`src/rtl/cell_lane_control.sv`:
```
// Per-lane divergence control for a SIMD cell array sharing one instruction stream.
// Optional park timeout watchdog enabled by defining CELL_LANE_PARK_TIMEOUT_EN.

`ifndef UNL
`define UNL 4'hB
`endif
`ifndef JUMP
`define JUMP 4'hC
`endif
`ifndef REG_MY
`define REG_MY 4'hF
`endif

module cell_lane_control #(
  parameter int REGISTER_LENGTH = 8,
  parameter int LANES           = 4,
  parameter int PC_WIDTH        = 12,
  parameter int SP_WIDTH        = 5,
  parameter int TIMEOUT_WIDTH   = 8
) (
  input  logic                               clk,
  input  logic                               rst,
  input  logic [LANES*REGISTER_LENGTH-1:0]   target_value,
  input  logic [15:0]                        instruction,
  input  logic [PC_WIDTH-1:0]                next_program_counter,
  input  logic [SP_WIDTH-1:0]                next_stack_pointer,
  input  logic                               execution_enable,
  output logic [LANES-1:0]                   enable,
  output logic [LANES-1:0]                   state_change_enable,
  output logic [LANES-1:0]                   diverge,
  output logic                               all_diverged,
  output logic [$clog2(LANES+1)-1:0]         active_count,
  output logic [LANES-1:0]                   timeout
);

  localparam int COUNT_WIDTH = $clog2(LANES + 1);

  logic [3:0]          opcode;
  logic [3:0]          target;
  logic [7:0]          immediate;
  logic [PC_WIDTH-1:0] immediate_pc;

  assign opcode       = instruction[15:12];
  assign target       = instruction[11:8];
  assign immediate    = instruction[7:0];
  assign immediate_pc = PC_WIDTH'(immediate);

  logic [PC_WIDTH-1:0] local_pc [LANES];
  logic [SP_WIDTH-1:0] local_sp [LANES];
  logic [LANES-1:0]    parked;
  logic [LANES-1:0]    rejoin;

  always_comb begin
    diverge             = '0;
    enable              = '0;
    state_change_enable = '0;
    rejoin              = '0;
    active_count        = '0;
    for (int i = 0; i < LANES; i++) begin
      diverge[i] = ((opcode == `UNL) &&
                    (target_value[i*REGISTER_LENGTH +: REGISTER_LENGTH] == '0)) || parked[i];
      enable[i]  = execution_enable && !diverge[i] && (opcode != `JUMP);
      state_change_enable[i] = enable[i] && (target == `REG_MY);
      rejoin[i]  = parked[i] && (next_program_counter == local_pc[i]) &&
                   (next_stack_pointer == local_sp[i]);
      if (!diverge[i])
        active_count = active_count + COUNT_WIDTH'(1);
    end
    all_diverged = &diverge;
  end

  // A diverging lane remembers where it must rejoin; it parks only if the
  // stream is not already heading to that same address.
  always_ff @(posedge clk) begin
    if (rst) begin
      parked <= '0;
      for (int i = 0; i < LANES; i++) begin
        local_pc[i] <= '0;
        local_sp[i] <= '0;
      end
    end else begin
      for (int i = 0; i < LANES; i++) begin
        if (parked[i]) begin
          if (rejoin[i])
            parked[i] <= 1'b0;
        end else if (diverge[i]) begin
          local_pc[i] <= immediate_pc;
          local_sp[i] <= next_stack_pointer;
          parked[i]   <= (next_program_counter != immediate_pc);
        end else begin
          local_pc[i] <= next_program_counter;
          local_sp[i] <= next_stack_pointer;
        end
      end
    end
  end

`ifdef CELL_LANE_PARK_TIMEOUT_EN
  localparam logic [TIMEOUT_WIDTH-1:0] TIMER_LAST = ~TIMEOUT_WIDTH'(1);

  logic [TIMEOUT_WIDTH-1:0] park_timer [LANES];
  logic [LANES-1:0]         timeout_q;

  // Timer saturates at all-ones; the flag is raised on the edge it gets there
  // and is sticky until reset.
  always_ff @(posedge clk) begin
    if (rst) begin
      timeout_q <= '0;
      for (int i = 0; i < LANES; i++)
        park_timer[i] <= '0;
    end else begin
      for (int i = 0; i < LANES; i++) begin
        if (rejoin[i]) begin
          park_timer[i] <= '0;
        end else if (parked[i] && (park_timer[i] != '1)) begin
          park_timer[i] <= park_timer[i] + 1'b1;
          if (park_timer[i] == TIMER_LAST)
            timeout_q[i] <= 1'b1;
        end
      end
    end
  end

  assign timeout = timeout_q;
`else
  assign timeout = '0;
`endif

endmodule

```
`config.mk`:
```
export PLATFORM = sky130hd
export DESIGN_NAME = cell_lane_control
export DESIGN_NICKNAME = d
export VERILOG_FILES = /design/src/rtl/cell_lane_control.sv
export SDC_FILE = /design/constraint.sdc
export NUM_CORES = 1
export LEC_CHECK = 0
export ABC_AREA = 1
export CAP_MARGIN = 25
export CORE_UTILIZATION = 42
export CTS_CLUSTER_DIAMETER = 50
export DETAILED_ROUTE_END_ITERATION = 16
export GPL_TIMING_DRIVEN = 0
export PLACE_DENSITY = 0.76
export SYNTH_ARGS = -nofsm -noshare
export SYNTH_HDL_FRONTEND = slang
export SYNTH_SLANG_ARGS = --single-unit
```
`constraint.sdc`:
```
create_clock -name clk -period 4 [get_ports clk]
set_input_delay 0.8 -clock clk [delete_from_list [all_inputs] [get_ports clk]]
set_output_delay 0.8 -clock clk [all_outputs]
set_load 0.02 [all_outputs]
```
==> impl_metrics.yaml <==
synth:
  synth_top_area_cell: "edfxtp_1"
  yosysSeqAreaShare_pct: 48.3
  yosysMostFrequentCell: "nand2_1"
  avgSynthCellArea_sq_um: 7.83
  synth-edff-count: 68
  syn_inst: 561
  synth_top_area_share_pct: 46.5
  synthFlopType: "edfxtp_1"
  synth_area_leaders: "edfxtp_1, nand2_1, nor2_1"
  synthesis.area_sq_um: 4390
  yosysWarnings: 0
  synth-seq-cells: 72
  synthTopCellsByCount: "nand2_1, nor2_1, edfxtp_1"
  synthArstFlopShare_pct: 0
  synth_cell_types: 26
pwr:
  p_comb_share_pct: 15.5
  seqPwrFrac_pct: 53.1
  ir_worst_vdd_mv: 0.124
  internal-power_uw: 1240
  power_density_nw_per_um2: 300
  swShare_pct: 24.9
  p_sw_uw: 412
  clockPowerShare_pct: 31.5
  p_leak_uw: 0.00243
worst_setup_path:
  cp_max_fo: 5
  critPathSlowestCell: "clkdlybuf4s50_1"
  worst_ep_required_time_ps: 3200
  cp_top_family: "buffers and inverters"
  crit_buf_inv: 6
  cp_slowest_stage_delay_ps: 480
  crit_arrival_ps: 3030
  end_kind: "output port"
  crit_chain: "clkdlybuf4s50_1, nand2_1, nor3b_4, nand2_2, nand2_4, inv_1, ha_1, inv_1, nand2_1, nand2_1, inv_1, ha_1, inv_1, nor2_1, o21ai_0, nand2_1, buf_4"
  path_class: "in -> out"
  startpoint_type: "primary input"
  reg2reg_slack_ps: 2490
floorplan:
  dieArea_sq_um: 10900
  initial_core_util_pct: 44.1
  ios: 88
  core_area_sq_um: 9950
  num_rows: 36
  die_w_microns: 104
  die_h_microns: 104
global_route:
  grt_pass1_wl_microns: 17500
  antenna_found_initial: 0
  gr-usage-all-layers_pct: 20.4
  grt_max_degree: 18
  grt_pass1_vias: 3935
  grt-ovfl-total: 0
cells_and_area:
  fillers: 909
  diodes: 0
  nets: 724
  syn2layout_area_growth_pct: 25.7
  final_util_pct: 55.5
  drive_gt1_share_pct: 6.84
  fin_cells: 791
place:
  place_ws_ps: -669
  port-buffer-count: 73
  globalplace.congestion: 0.826
  dp.cells: 770
  dp_hpwl_microns: 7860
drt:
  via_count: 3823
  routed_via_density: 4.83
  drtIter0Drc: 228
  met2_length_microns: 5300
  final_antenna_net_count: 0
  first_pass_iters: 6
  routedWlPerCell_microns: 13.6
  drc: 0
  drt_wl_total_microns: 10700
  dr.max_layer_used: "met4"
  wl_met3_microns: 722
  wirelength_met1_microns: 4570
timing:
  max_clock_freq_mhz: 261
  hold_viol: 0
  hold_ws_ps: 641
  tightest_slew_ps: 844
  min_period_over_period_pct: 95.8
  layout_setup_ws_ps: 167
  rsz0062_at_grt: "yes"
  clock_skew_ps: 12.6
  slew_viol_final: 0
  finalSetupTns_ps: 0
  slew_headroom_pct: 43.7
  final.min_clock_period_ps: 3830
  final-setup-viol-count: 0
clock_tree:
  root_buffer: "clkbuf_8"
  cts.path.max_buffers: 2
  cts_inserted_buffers: 9
  path_clk_slew_ps: 70
  htreeDepth: 3
  ctsHoldBuffers: 0
  tritoncts: "built"
  clk_latency_ps: 350
  cts_sinks: 72
min_path:
  hold_path_class: "reg -> reg"
flow_run:
  cap_violations: 0
run_status:
  status: "complete, no violations"
## per-layer routing
metal | vias up | global-route usage [%]
met5 | - | 0
met4 | 0 | 7.65
met3 | 16 | 3.32
met2 | 159 | 36.0
met1 | 1728 | 24.7
li1 | 1920 | -
## power groups by stage
stage / logic (uW) / registers, uW / clock network [uW]
after detailed placement: 253 / 895 / 0
final: 256 / 879 / 521
after CTS: 255 / 879 / 518
after global routing: 285 / 882 / 541
after global placement: 247 / 892 / 0
after floorplan: 146 / 890 / 0
## logic make-up (layout without fill, tap and decap cells)
logic type                 Yosys count  in the layout  synth area share [%]
and+or+nand+nor                    327            327                  30.3
buffers and inverters               82            176                  7.89
DFF                                 72             72                  48.3
xor gates and xnor gates            45             45                  8.97
AOI/OAI and AO/OA                   31             31                  3.59
adders and majority gates            3              3                 0.855
other                                1              4                0.0854
## registers in the layout, summed over array words and instances (netlist names)
name and cells:
local_pc 48, parked 4, local_sp 20
## area by class of cell
| cell class | count | area, sq um | share of cell area (%) |
|---|---|---|---|
| tap | 133 | 166 | 3.01 |
| clock buffer | 15 | 166 | 3.01 |
| timing repair buffer | 78 | 759 | 13.8 |
| multi-input combinational | 410 | 1960 | 35.4 |
| buffer | 18 | 106 | 1.93 |
| clock inverter | 1 | 5.00 | 0.0906 |
| sequential | 72 | 2120 | 38.4 |
| inverter | 64 | 240 | 4.35 |
## worst paths after layout
kind / startpoint / endpoint / depth (start not counted)
max: instruction[13] / active_count[2] / 17
min: parked[0]$_SDFF_PP0_ / parked[0]$_SDFF_PP0_ / 4
max reg2reg: parked[2]$_SDFF_PP0_ / local_pc[2][1]$_SDFFCE_PN0P_ / 5
min reg2reg: parked[0]$_SDFF_PP0_ / parked[0]$_SDFF_PP0_ / 4
## timing repair
action | 4_1_cts | 5_1_grt
gates resized for setup | 13 | 3
pin swaps | 3 | 2
setup buffers | 2 | 3
setup endpoints to repair | 4 | 2
## stage by stage
stage          total power (uW)  area [sq um]
3_3_place_gp               1140          5300
2_1_floorplan              1040          4400
6_report                   1660          5520
5_1_grt                    1710          5520
3_5_place_dp               1150          5300
4_1_cts                    1650          5510
## worst min-delay path: cells and delay by family, from the launching register on
family | cells | cell delay, ps
flip-flops | 1 | 320
buffers and inverters | 1 | 110
AND/OR/NAND/NOR | 3 | 180
## cells in the final DEF, fill, tap and decap left out, drive strengths merged, types with 2 or more instances in the layout
cell type / n
buf: 16
clkbuf: 24
clkdlybuf4s50: 70
clkinv: 3
conb: 4
dfxtp: 4
edfxtp: 68
ha: 3
inv: 62
nand2: 187
nand3: 18
nor2: 112
nor3: 5
o21ai: 30
or2: 2
xnor2: 16
xor2: 29
(Power assumes the default switching activity.)
